**src/rtl/tt_dpll_pkg.sv**
```systemverilog
// rtl/tt_dpll_pkg.sv - shared types and defaults for the DPLL scan master
package tt_dpll_pkg;

    typedef enum logic [1:0] {
        IDLE  = 2'd0,
        SHIFT = 2'd1,
        DONE  = 2'd2
    } scan_state_e;

    localparam int DPLL_SCAN_LEN = 32;

endpackage

```
**src/rtl/tt_dpll_scan_master.sv**
```systemverilog
// rtl/tt_dpll_scan_master.sv - serialises a config word into the DPLL scan chain
// and captures the word the chain shifts out.
module tt_dpll_scan_master
    import tt_dpll_pkg::*;
#(
    parameter int CHAIN_LEN = DPLL_SCAN_LEN,
    parameter int SHIFT_DIV = 1
) (
    input  logic                 i_clk,
    input  logic                 i_rst,
    input  logic                 i_start,
    input  logic [CHAIN_LEN-1:0] i_wdata,
    output logic                 o_busy,
    output logic                 o_done,
    output logic [CHAIN_LEN-1:0] o_rdata,
    output logic                 o_scan_en,
    output logic                 o_scan_out,
    input  logic                 i_scan_in
);

    localparam int BW = $clog2(CHAIN_LEN + 1);
    localparam int DW = (SHIFT_DIV > 1) ? $clog2(SHIFT_DIV) : 1;
    localparam logic [BW-1:0] BIT_LAST = BW'(CHAIN_LEN);
    localparam logic [DW-1:0] DIV_LAST = DW'(SHIFT_DIV - 1);

    if (CHAIN_LEN < 2) begin : g_bad_chain_len
        $error("tt_dpll_scan_master: CHAIN_LEN must be >= 2");
    end
    if (SHIFT_DIV < 1) begin : g_bad_shift_div
        $error("tt_dpll_scan_master: SHIFT_DIV must be >= 1");
    end

    scan_state_e          state_q, state_d;
    logic [CHAIN_LEN-1:0] sr_q, sr_d;
    logic [BW-1:0]        bit_q, bit_d;
    logic [DW-1:0]        div_q, div_d;
    logic [CHAIN_LEN-1:0] rdata_d;
    logic                 busy_d, done_d, scan_en_d;

    // The registered scan-enable doubles as the divider tick, so the shift of
    // sr always lands on the same edge the chain shifts.
    always_comb begin
        state_d = state_q;
        sr_d    = sr_q;
        bit_d   = bit_q;
        div_d   = div_q;
        rdata_d = o_rdata;
        unique case (state_q)
            IDLE: begin
                if (i_start) begin
                    sr_d    = i_wdata;
                    bit_d   = '0;
                    div_d   = '0;
                    state_d = SHIFT;
                end
            end
            SHIFT: begin
                if (o_scan_en) begin
                    sr_d  = {sr_q[CHAIN_LEN-2:0], i_scan_in};
                    bit_d = bit_q + BW'(1);
                    div_d = '0;
                    if (bit_d == BIT_LAST) begin
                        state_d = DONE;
                    end
                end else begin
                    div_d = div_q + DW'(1);
                end
            end
            DONE:    state_d = IDLE;
            default: state_d = IDLE;
        endcase
        // Capture on entry to DONE so o_rdata is already valid alongside o_done.
        if (state_d == DONE) begin
            rdata_d = sr_d;
        end
        busy_d    = (state_d != IDLE);
        done_d    = (state_d == DONE);
        scan_en_d = (state_d == SHIFT) && (div_d == DIV_LAST);
    end

    always_ff @(posedge i_clk or posedge i_rst) begin
        if (i_rst) begin
            state_q   <= IDLE;
            sr_q      <= '0;
            bit_q     <= '0;
            div_q     <= '0;
            o_rdata   <= '0;
            o_busy    <= 1'b0;
            o_done    <= 1'b0;
            o_scan_en <= 1'b0;
        end else begin
            state_q   <= state_d;
            sr_q      <= sr_d;
            bit_q     <= bit_d;
            div_q     <= div_d;
            o_rdata   <= rdata_d;
            o_busy    <= busy_d;
            o_done    <= done_d;
            o_scan_en <= scan_en_d;
        end
    end

    assign o_scan_out = sr_q[CHAIN_LEN-1];

endmodule

```
**config.mk**
```make
export PLATFORM = sky130hd
export DESIGN_NAME = tt_dpll_scan_master
export DESIGN_NICKNAME = d
export VERILOG_FILES = /design/src/rtl/tt_dpll_pkg.sv /design/src/rtl/tt_dpll_scan_master.sv
export SDC_FILE = /design/constraint.sdc
export NUM_CORES = 1
export LEC_CHECK = 0
export ABC_AREA = 1
export CAP_MARGIN = 20
export CORE_ASPECT_RATIO = 1.75
export CORE_UTILIZATION = 50
export DETAILED_ROUTE_END_ITERATION = 16
export PLACE_DENSITY = 0.79
export SYNTH_ARGS = -nofsm -noshare
export SYNTH_HDL_FRONTEND = slang
export SYNTH_SLANG_ARGS = --single-unit
export TNS_END_PERCENT = 30
```
**constraint.sdc**
```tcl
create_clock -name i_clk -period 3.95 [get_ports i_clk]
set_clock_uncertainty 0.1 [all_clocks]
set_input_delay 1.185 -clock i_clk [delete_from_list [all_inputs] [get_ports i_clk]]
set_output_delay 1.185 -clock i_clk [all_outputs]
set_load 0.05 [all_outputs]
```
# [Word-level counts from Yosys, hierarchy flattened]
# Index checks and enable logic that the tools add are counted.
[op_classes] mul=0 bitwise_logic=1 eq_ne=6 magnitude_cmp=0 n_reduce_logical=5 n_addsub=2 mux=13 div_mod_pow=0 shifts=0
[ops] op="2-to-1 mux 32 bit" count=2
[ops] op="case mux 32 bit (2 select lines)" count=1
[ops] op="2-to-1 mux 6 bit" count=2
[ops] op="case mux 6 bit (2 select lines)" count=1
[ops] op="adder 6 x 1 -> 6 bit, second input constant" count=1
[ops] op="equality test 6 bit, second input constant" count=1
[ops] op="2-to-1 mux 2 bit" count=3
[ops] op="equality test 2 x 1 -> 1 bit, second input constant" count=2
[ops] op="!= test 2 bit, second input constant" count=2
[ops] op="case mux 2 bit (2 select lines)" count=1
[ops] op="nonzero test 2 bit" count=2
[ops] op="AND reduction 3 bit" count=1
[ops] op="equality test 2 bit, second input constant" count=1
[ops] op="zero test 2 bit" count=1
[ops] op="2-to-1 mux 1 bit" count=2
[ops] op="case mux 1 bit (2 select lines)" count=1
[ops] op="adder 1 bit, second input constant" count=1
[ops] op="logical AND 1 bit" count=1
[ops] op="inverter 1 bit" count=1
[totals] memories=0 mem_bits_ro=0 reg_bits=76 output_inout_bits=36 latchBits=0 ramBits=0 inputBits=36

# [Longest topological paths before layout]
# Gate-level depths: netlist (run 1).
[depth] ltp_word=7 ltp_mapped=10 depth_no_buf=9

# [Worst setup path after synthesis (run 1)]
# No wires, ideal clock.
[synth_timing] path_kind="in2reg" start="input i_start" end="register o_rdata[10]" path_slack_ns=1.763 required_time_ns=3.784 path_buffers=1 stages=7 arrival_time_ns=2.021 setup_time_ns=0.066 path_cell_list="inv_1 nor3_4 clkbuf_1 nand2_1 nand3_1 nand2_1 nand2_1"
[synth_between] word_cells_on_any_way=5 classes_between="eq/ne: 1; mux: 4"
[synth_lines] item="start, declared" line_no="tt_dpll_scan_master.sv:11" text="input logic i_start,"
[synth_lines] item="2-to-1 mux 32 bit" line_no="tt_dpll_scan_master.sv:50" text="if (i_start) begin"
[synth_lines] item="case mux 32 bit (2 select lines)" line_no="tt_dpll_scan_master.sv:48" text="unique case (state_q)"
[synth_lines] item="via sr_d[10]" line_no="tt_dpll_scan_master.sv:34" text="logic [CHAIN_LEN-1:0] sr_q, sr_d;"
[synth_lines] item="end signal, assigned" line_no="tt_dpll_scan_master.sv:96" text="o_rdata <= rdata_d;"
[synth_lines] item="end, declared" line_no="tt_dpll_scan_master.sv:15" text="output logic [CHAIN_LEN-1:0] o_rdata,"
# The timed path passes the listed nets, and every way through them passes these cells.
# A chain may end at the register's enable or synchronous reset.

# [Final worst setup path (run 1)]
[layout_timing] start="register o_rdata[13]" end="output o_rdata[13]"
# No word-level cell between the ends.

==> results of run 1 <==
==> final cells by class <==
cell class                 instances  area [µm²]  area share
clock buffer                      14       142.6     0.03447
clock inverter                     2       35.03    0.008467
inverter                          16       60.06     0.01451
multi-input combinational        271        1160      0.2803
sequential                        76        1902      0.4596
tap                               80       100.1     0.02419
timing repair buffer              73       738.2      0.1784
==> sequential cells by signal, indices dropped and copies added, names as in the netlist <==
name and flops:
bit_q 6, o_busy 1, sr_q 32, state_q 2, o_scan_en 1, div_q 1
o_rdata 32, o_done 1
==> placed cells by master (no fill, tap or decap), types with 2 or more instances in the layout <==
cell type,Yosys,layout
nand2_1,210,210
dfrtp_1,76,76
clkdlybuf4s50_1,0,71
nand3_1,37,37
inv_1,12,11
clkbuf_8,0,9
inv_2,4,5
o21ai_0,5,5
clkbuf_1,2,5
nor2_4,3,3
a21oi_1,3,3
nand4_1,2,2
nand2_2,2,2
==> path summary, 6_finish.rpt <==
| path | endpoint | slack [ns] |
|---|---|---|
| setup / recovery | o_rdata[13] | 1.10 |
| hold / removal | o_rdata[31]$_DFFE_PP0N_ | 0.38 |
| setup reg to reg | o_rdata[29]$_DFFE_PP0N_ | 1.55 |
| hold reg to reg | o_rdata[31]$_DFFE_PP0N_ | 0.38 |
| max in group asynchronous | o_rdata[17]$_DFFE_PP0N_ | 1.87 |
| min in group asynchronous | o_rdata[18]$_DFFE_PP0N_ | 1.19 |
==> through the flow <==
stage | std cells | worst slack (ns) | hold WS (ns) | cell area (µm²)
4_1_cts | 532 | 1.078 | 0.3834 | 4138
3_5_place_dp | 516 | 0.9512 | 0.3640 | 3960
5_1_grt | 532 | 1.064 | 0.4013 | 4138
2_1_floorplan | 378 | 0.7267 | 0.3521 | 3221
6_report | 532 | 1.101 | 0.3804 | 4138
3_3_place_gp | 516 | 1.008 | 0.3606 | 3960
==> routing by layer <==
metal | up-vias | track usage | wire length [µm]
met5 | - | 0 | 0
met4 | 0 | 0.1445 | 153
met3 | 10 | 0.03270 | 302
met2 | 77 | 0.4068 | 3843
met1 | 1336 | 0.2530 | 2879
li1 | 1312 | - | -
==> cell families (layout without fill, tap and decap cells) <==
group / after synthesis / in the layout
AO/OA/AOI/OAI: 12 / 12
buffers and inverters: 31 / 105
AND/OR/NAND/NOR: 258 / 258
adder cells (fa/ha/maj): 1 / 1
flip-flops: 76 / 76
==> worst register-to-register path, cell delays in order, from the launching register on <==
cell	delay, ns
dfrtp_1	0.45
nor2_4	0.20
inv_2	0.08
nor2_8	0.40
inv_2	0.16
a21oi_2	0.17
nand2_2	0.43
nand2_1	0.22
nand2_1	0.07
==> where the power goes <==
group | internal (mW) | leakage [nW] | total (mW) | switching (mW)
sequential | 1.07 | 0.884 | 1.25 | 0.174
combinational | 0.503 | 1.02 | 1.57 | 1.07
clock | 0.293 | 0.0887 | 0.558 | 0.266
==> results.md, run 1 <==
- Outcome: complete, no violations
- Pwr Total: 3.376 mW
- Initial antenna violation count: 0
- Num rows: 38
- Area of the die: 6779 µm²
- Mux cell area share after synthesis: 0
- Syn Std Cell Area: 3221 µm²
- Required time of the critical path: 2.66 ns
- Wire length per cell: 13.49 µm
- Most frequent cell after synthesis: nand2_1
- CTS Sinks: 76
- CP Cell Sequence: clkdlybuf4s50_1
- Via density: 5.141
- Vias in the first global route: 2670
- Detailed placer's ending HPWL: 4621 µm
- Pin count of the biggest net entering global routing: 41
- Worst hold start: o_rdata[31]$_DFFE_PP0N_
- Post-synth ARST share: 1.000
- Hold path depth: 2
- Crit Path Max Fanout: 2
- Initial detailed-routing violation count: 162
- Vias post-DR: 2735
- CP Depth: 1
- Main combinational cell family by area after synthesis: simple AND/OR/NAND/NOR gates
- Routed wire length: 7179 µm
- DR pass1 iterations: 4
- Starting density of the core: 0.5171
- Drc violations: 0
- Slew HR: 0.4583
- Crit path buffers/inverters: 1
- Fillers: 534
- Post-synthesis sequential area ratio: 0.5905
- Post-synth top flop: dfrtp_1
- H-Tree Depth: 3
- Antenna diodes: 0
- Worst Tran Pin Value: 0.8107 ns
- Routability congestion estimate: 0.8347
- Synthesis-stage register bit count: 76
- Total grt overflow: 0
- Fin. Hold Viols: 0
- Die Y: 108.2 µm
- Synth Area in Simple Gates: 0.3349
- Synth cell count leaders: nand2_1, dfrtp_1, nand3_1
- PortBufs: 71
- Cell variety after synth: 23
- Max cap viols: 0
- Worst path max stage delay: 0.82 ns
- Cell leakage power: 1.993 nW
- Clock tree root buffer cell: clkbuf_8
- CTS buffer count: 9
- Global-route wire length before repair: 11750 µm
- CTS tree: built
- Post-CTS sizing: 0
- Detail Route Antenna Nets: 0
- Family with the most delay on the worst path: buffers and inverters
- Post-Route Utilization: 0.6643
- Period minus WS final: 2.849 ns
- Final Net Count: 484
- Synth Area per Inst: 8.520 µm²
- Critical Path Source: o_rdata[13]$_DFFE_PP0N_
- Period utilization: 0.7211
- Total global-route track usage: 0.2283
- Cts hold-fix bufs: 0
- Fmax: 351.1 MHz
- Worst Reg-to-Reg Cells: 8
- Adder-cell share of the synthesized area: 0.003885
- Total of warnings raised by yosys: 0
- Post-synth top area cell: dfrtp_1
- Layout cells sized above 1: 0.05973
- Yosys top cell area share: 0.5905
- Nature of the critical path startpoint: flop
- Post-Synthesis Net Count: 415
- Hold crit path type: reg -> reg
- Critical R2R Launch: state_q[1]$_DFF_PP0_
- Synth top area cells: dfrtp_1, nand2_1, nand3_1, inv_1, buf_2
- Post-synthesis compound-gate area fraction: 0.02137
- CP max stage cell: clkdlybuf4s50_1
- Core area: 6228 µm²
- Max-slew violations: 0
- Final setup fails: 0
- Setup Crit Path Kind: reg -> out
- Post-synth EDFFs: 0
- Synth Area in XOR/XNOR: 0
- Crit end category: output pin
- Arr. time, crit path: 1.56 ns
- Unrepaired setup endpoints after global routing: no
- Area Overhead vs Synth: 28.48%
- Skew-Pair Late Insertion Delay: 0.35 ns
- Postcts setup bufs: 0
- Die Wd: 62.67 µm
- CTS max path bufs: 2
- Power density over the cells: 816.0 nW/µm²
- Peak supply drop: 0.4472 mV
- Clock transition at path regs: 0.07 ns
- Setup TNS: 0 ns
- Syn Inst Count: 378
- I/O pin count: 72
No activity file was read; power rests on OpenSTA's default activity.
==> run 2, diff against run 1 <==
Settings changed: CORE_UTILIZATION 50 to 45, PLACE_DENSITY 0.79 to 0.75.
Clock period 3.95 ns to 2.6 ns, I/O delays scaled along.
==> run 2 against run 1 <==
Against the previous run: global-route usage shrank 0.15 points; non-clock buffer count grew 3; sequential power grew 52%; final area grew 5.6%; critical path depth is the same; first-iteration DRC count shrank 35%; via count shrank 2.8%; critical endpoint is now o_rdata[23]; largest cell class unchanged; highest routed layer unchanged.
==> results.md, run 2 (same netlist as run 1, synthesis figures left out) <==
- Outcome: complete, no violations
- Setup TNS: 0 ns (unchanged)
- CTS Sinks: 76 (unchanged)
- Biggest regs: o_rdata: 32 flops, sr_q: 32 flops, bit_q: 6 flops
- Initial antenna violation count: 0 (unchanged)
- Total global-route track usage: 0.2268 (-0.001468)
- CP Cell Sequence: clkdlybuf4s50_1
- Routability congestion estimate: 0.7559 (-9.4%)
- Wire length per cell: 14.14 µm (+4.8%)
- Die Wd: 65.95 µm (+5.2%)
- Period minus WS final: 2.431 ns
- Cell leakage power: 2.095 nW (+5.1%)
- Antenna diodes: 0 (unchanged)
- Worst hold start: o_rdata[0]$_DFFE_PP0N_
- Via density: 4.933 (-4.0%)
- Global-route wire length before repair: 12610 µm (+7.3%)
- CTS buffer count: 9 (unchanged)
- Hold path depth: 2 (unchanged)
- Cts hold-fix bufs: 0 (unchanged)
- Layout cells sized above 1: 0.07473 (+0.01499)
- I/O pin count: 72 (unchanged)
- Detailed placer's ending HPWL: 4937 µm (+6.8%)
- Clock transition at path regs: 0.05 ns (-0.02 ns)
- Routed wire length: 7622 µm (+6.2%)
- Hold EP: o_rdata[0]$_DFFE_PP0N_
- Pin count of the biggest net entering global routing: 37 (-9.8%)
- Detail Route Antenna Nets: 0 (unchanged)
- Starting density of the core: 0.4663 (-0.05077)
- Fin. Hold Viols: 0 (unchanged)
- Fillers: 585 (+9.6%)
- Peak supply drop: 0.6587 mV (+47%)
- H-Tree Depth: 3 (unchanged)
- Drc violations: 0 (unchanged)
- Unrepaired setup endpoints after global routing: no
- Hold crit path type: reg -> reg
- Max cap viols: 0 (unchanged)
- Crit path buffers/inverters: 1 (unchanged)
- Area of the die: 7513 µm² (+11%)
- Post-CTS sizing: 0 (unchanged)
- Area Overhead vs Synth: 35.63%
- Required time of the critical path: 1.72 ns (-0.94 ns)
- CP max stage cell: clkdlybuf4s50_1
- Slew HR: 0.4804 (+0.02215)
- Hold_ws: 0.3736 ns (-0.006767 ns)
- Power density over the cells: 1325 nW/µm² (+62%)
- Final Net Count: 487 (+0.62%)
- Num rows: 40 (+5.3%)
- Commonest non-fill, non-tap cell in the layout: nand2_1
- Skew-Pair Late Insertion Delay: 0.33 ns (-0.02 ns)
- R2r endpoint: o_rdata[2]$_DFFE_PP0N_
- Postcts setup bufs: 0 (unchanged)
- Fmax: 411.3 MHz
- Max-slew violations: 0 (unchanged)
- Clock tree root buffer cell: clkbuf_16
- Final setup fails: 0 (unchanged)
- Nature of the critical path startpoint: flop
- Period utilization: 0.9351
- Vias post-DR: 2659 (-2.8%)
- Family with the most delay on the worst path: buffers and inverters
- Register-to-register setup slack: 0.44 ns (-1.11 ns)
- Initial detailed-routing violation count: 106 (-35%)
- Total grt overflow: 0 (unchanged)
- CTS tree: built
- Worst Reg-to-Reg Cells: 8 (unchanged)
- Most frequent cells in the layout: nand2_1, dfrtp_1, clkdlybuf4s50_1, nand3_1, inv_1
- CTS max path bufs: 2 (unchanged)
- Worst path max stage delay: 0.82 ns (about the same)
- Crit Path Max Fanout: 2 (unchanged)
- Crit end category: output pin
- Vias in the first global route: 2772 (+3.8%)
- Worst Tran Pin Value: 0.7775 ns (-0.03315 ns)
- Arr. time, crit path: 1.55 ns (about the same)
- Critical R2R Launch: state_q[1]$_DFF_PP0_
- PortBufs: 71 (unchanged)
- Core area: 6907 µm² (+11%)
- Setup Crit Path Kind: reg -> out
- DR pass1 iterations: 5 (+1)
- Die Y: 113.9 µm (+5.3%)
[run 2: cell count changes in the layout (fill, tap and decap cells not counted), sizes merged]
cell      previous run  this run
buf                  2         5
bufinv               1         3
clkbuf              14        12
clkinvlp             0         1
inv                 16        15
[run 2: report_power, final]
| group | switching [mW] | leakage, nW | internal [mW] |
|---|---|---|---|
| registers | 0.272 | 0.884 | 1.63 |
| logic | 1.65 | 1.04 | 0.780 |
| clock network | 0.464 | 0.173 | 0.988 |
[run 2: layer usage]
layer	global-route usage	share of wire
met5	0	0
met4	0.1475	0.038
met1	0.2739	0.39
met3	0.02300	0.032
met2	0.3762	0.54
[run 2: worst max path at each step]
stage,start,end,cells after the start
2_1_floorplan,i_start,o_rdata[10]$_DFFE_PP0N_,7
3_3_place_gp,i_start,bit_q[2]$_DFFE_PP0P_,7
3_5_place_dp,i_start,bit_q[2]$_DFFE_PP0P_,7
4_1_cts,o_rdata[23]$_DFFE_PP0N_,o_rdata[23],1
5_1_grt,o_rdata[23]$_DFFE_PP0N_,o_rdata[23],1
6_report,o_rdata[23]$_DFFE_PP0N_,o_rdata[23],1
[run 2: layout make-up]
class / count / area, µm² / share of cell area
inverters: 16 / 63.81 / 0.01461
flip-flops and latches: 76 / 1902 / 0.4354
clock buffers: 12 / 256.5 / 0.05872
multi-input cells: 271 / 1160 / 0.2655
well taps: 84 / 105.1 / 0.02406
clock inverters: 4 / 95.09 / 0.02177
repair buffers: 76 / 785.8 / 0.1799
[run 2: metrics by stage]
step | area, µm² | instances | power [mW] | util | worst slack [ns]
floorplan | 3224 | 378 | 3.581 | - | 0.8181
global placement | 4016 | 523 | 4.273 | 0.5815 | 0.07879
detailed placement | 4016 | 523 | 4.321 | 0.5815 | 0.05625
CTS | 4368 | 539 | 5.813 | 0.6324 | 0.1592
global route | 4368 | 539 | 6.088 | 0.6324 | 0.1503
finish | 4368 | 539 | 5.785 | 0.6324 | 0.1687
==> run 3, diff against run 2 <==
Settings changed: CORE_MARGIN set to 3.
==> run 3 against run 2 <==
Against the previous run: die area up 9.8%; worst hold slack improved by 0.0066 ns; sequential cell count unchanged; count of clock-buffer cells in the layout rose by 1; maximum frequency grew 0.75%; worst setup slack improved by 0.018 ns; via count up 0.60%; sequential power about the same; register-to-register slack is essentially flat.
==> results.md, run 3 (same netlist as run 1, synthesis figures left out) <==
- Pwr Total: 5.461 mW (-5.6%)
- Skew-Pair Late Insertion Delay: 0.33 ns (about the same)
- CTS tree: built
- Total grt overflow: 0 (unchanged)
- Setup TNS: 0 ns (unchanged)
- DR pass1 iterations: 4 (-1)
- Worst path max stage delay: 0.82 ns (about the same)
- Clock tree root buffer cell: clkbuf_16
- Via density: 4.963 (+0.60%)
- Fin. Hold Viols: 0 (unchanged)
- CP Cell Sequence: clkdlybuf4s50_1
- Period utilization: 0.9282 (-0.006946)
- Biggest regs: o_rdata: 32 flops, sr_q: 32 flops, bit_q: 6 flops
- Fillers: 596 (+1.9%)
- Core area: 6907 µm² (unchanged)
- Power density over the cells: 1272 nW/µm² (-4.0%)
- Initial detailed-routing violation count: 136 (+28%)
- Area Overhead vs Synth: 33.33%
- Crit path buffers/inverters: 1 (unchanged)
- Vias in the first global route: 2900 (+4.6%)
- Detailed placer's ending HPWL: 5235 µm (+6.0%)
- Antenna diodes: 0 (unchanged)
- Nature of the critical path startpoint: flop
- CP max stage cell: clkdlybuf4s50_1
- I/O pin count: 72 (unchanged)
- Hold crit path type: reg -> reg
- Wire length per cell: 14.06 µm (-0.55%)
- Worst Tran Pin Value: 0.7993 ns (+0.02176 ns)
- Cell leakage power: 2.062 nW (-1.6%)
- Routability congestion estimate: 0.8150 (+7.8%)
- Die Y: 117.9 µm (+3.5%)
- Initial antenna violation count: 0 (unchanged)
- Final setup fails: 0 (unchanged)
- Postcts setup bufs: 0 (unchanged)
- Starting density of the core: 0.4663 (unchanged)
- Period minus WS final: 2.413 ns (-0.01806 ns)
- Vias post-DR: 2675 (+0.60%)
- Max-slew violations: 0 (unchanged)
- Cts hold-fix bufs: 0 (unchanged)
- Unrepaired setup endpoints after global routing: no
- Outcome: complete, no violations
- Slew HR: 0.4659 (-0.01454)
- Crit Path Max Fanout: 2 (unchanged)
- CTS max path bufs: 2 (unchanged)
- Peak supply drop: 0.7127 mV (+8.2%)
- Fmax: 414.4 MHz (+0.75%)
- Total global-route track usage: 0.2025 (-0.02428)
- Family with the most delay on the worst path: buffers and inverters
- Post-CTS sizing: 0 (unchanged)
- Final Net Count: 488 (+0.21%)
- Layout cells sized above 1: 0.07253 (-0.002198)
- Crit end category: output pin
- H-Tree Depth: 3 (unchanged)
- Num rows: 40 (unchanged)
- CTS Sinks: 76 (unchanged)
- Commonest non-fill, non-tap cell in the layout: nand2_1
- Die Wd: 69.95 µm (+6.1%)
- Pin count of the biggest net entering global routing: 37 (unchanged)
- Area of the die: 8248 µm² (+9.8%)
- Routed wire length: 7580 µm (-0.55%)
- Arr. time, crit path: 1.53 ns (-0.02 ns)
- Required time of the critical path: 1.72 ns (about the same)
- Global-route wire length before repair: 13390 µm (+6.2%)
- PortBufs: 71 (unchanged)
- CTS buffer count: 9 (unchanged)
- Most frequent cells in the layout: nand2_1, dfrtp_1, clkdlybuf4s50_1, nand3_1, inv_1
- Drc violations: 0 (unchanged)
- Detail Route Antenna Nets: 0 (unchanged)
- Setup Crit Path Kind: reg -> out
- Max cap viols: 0 (unchanged)
- Clock transition at path regs: 0.05 ns (about the same)
-- run 3: per-layer routing --
layer,wire (µm),vias to the layer above,track usage,share of wire
li1,-,1319,-,-
met1,3087,1292,0.2386,0.41
met2,4036,53,0.3460,0.53
met5,0,-,0,0
met3,309,11,0.04957,0.041
met4,146,0,0.08753,0.019
-- run 3: path summary, 6_finish.rpt --
kind                                    startpoint                       to  slack, ns  cells past startpoint
setup / recovery           o_rdata[29]$_DFFE_PP0N_              o_rdata[29]       0.19                      1
hold / removal              o_rdata[3]$_DFFE_PP0N_   o_rdata[3]$_DFFE_PP0N_       0.38                      2
setup reg to reg              state_q[0]$_DFF_PP0_     bit_q[2]$_DFFE_PP0P_       0.43                      9
hold reg to reg             o_rdata[3]$_DFFE_PP0N_   o_rdata[3]$_DFFE_PP0N_       0.38                      2
max in group asynchronous                    i_rst       sr_q[18]$_DFF_PP0_       1.14                      3
min in group asynchronous                    i_rst  o_rdata[31]$_DFFE_PP0N_       0.74                      2
-- run 3: power by group --
group          internal [mW]  total (mW)  leakage, nW  switching (mW)
sequential              1.63        1.90        0.884           0.267
clock                  0.690        1.13        0.135           0.445
combinational          0.780        2.43         1.04            1.65
total                   3.10        5.46         2.06            2.36
-- run 3: worst register-to-register path: stages, from the launching register on --
cell	delay [ns]
dfrtp_1	0.41
inv_2	0.08
nor2_4	0.05
inv_2	0.10
nor2_8	0.08
buf_4	0.22
nor2_4	0.63
inv_2	0.15
a21oi_1	0.18
a21oi_1	0.06
-- run 3: layout make-up --
cell class	instances	area, µm²	area share
repair buffers	77	793.3	0.1847
flip-flops and latches	76	1902	0.4429
clock inverters	2	10.01	0.002331
clock buffers	13	260.3	0.06061
inverters	16	63.81	0.01486
well taps	84	105.1	0.02448
multi-input cells	271	1160	0.2701
-- run 3: stage by stage --
stage	utilization	cell area, µm²	setup WS, ns	cells	hold WS, ns
after floorplan	-	3224	0.8181	378	0.3521
after global placement	0.5826	4024	0.03128	524	0.3616
after detailed placement	0.5826	4024	0.004306	524	0.3685
after CTS	0.6217	4294	0.1810	539	0.3841
after global routing	0.6217	4294	0.1527	539	0.4049
final	0.6217	4294	0.1868	539	0.3802
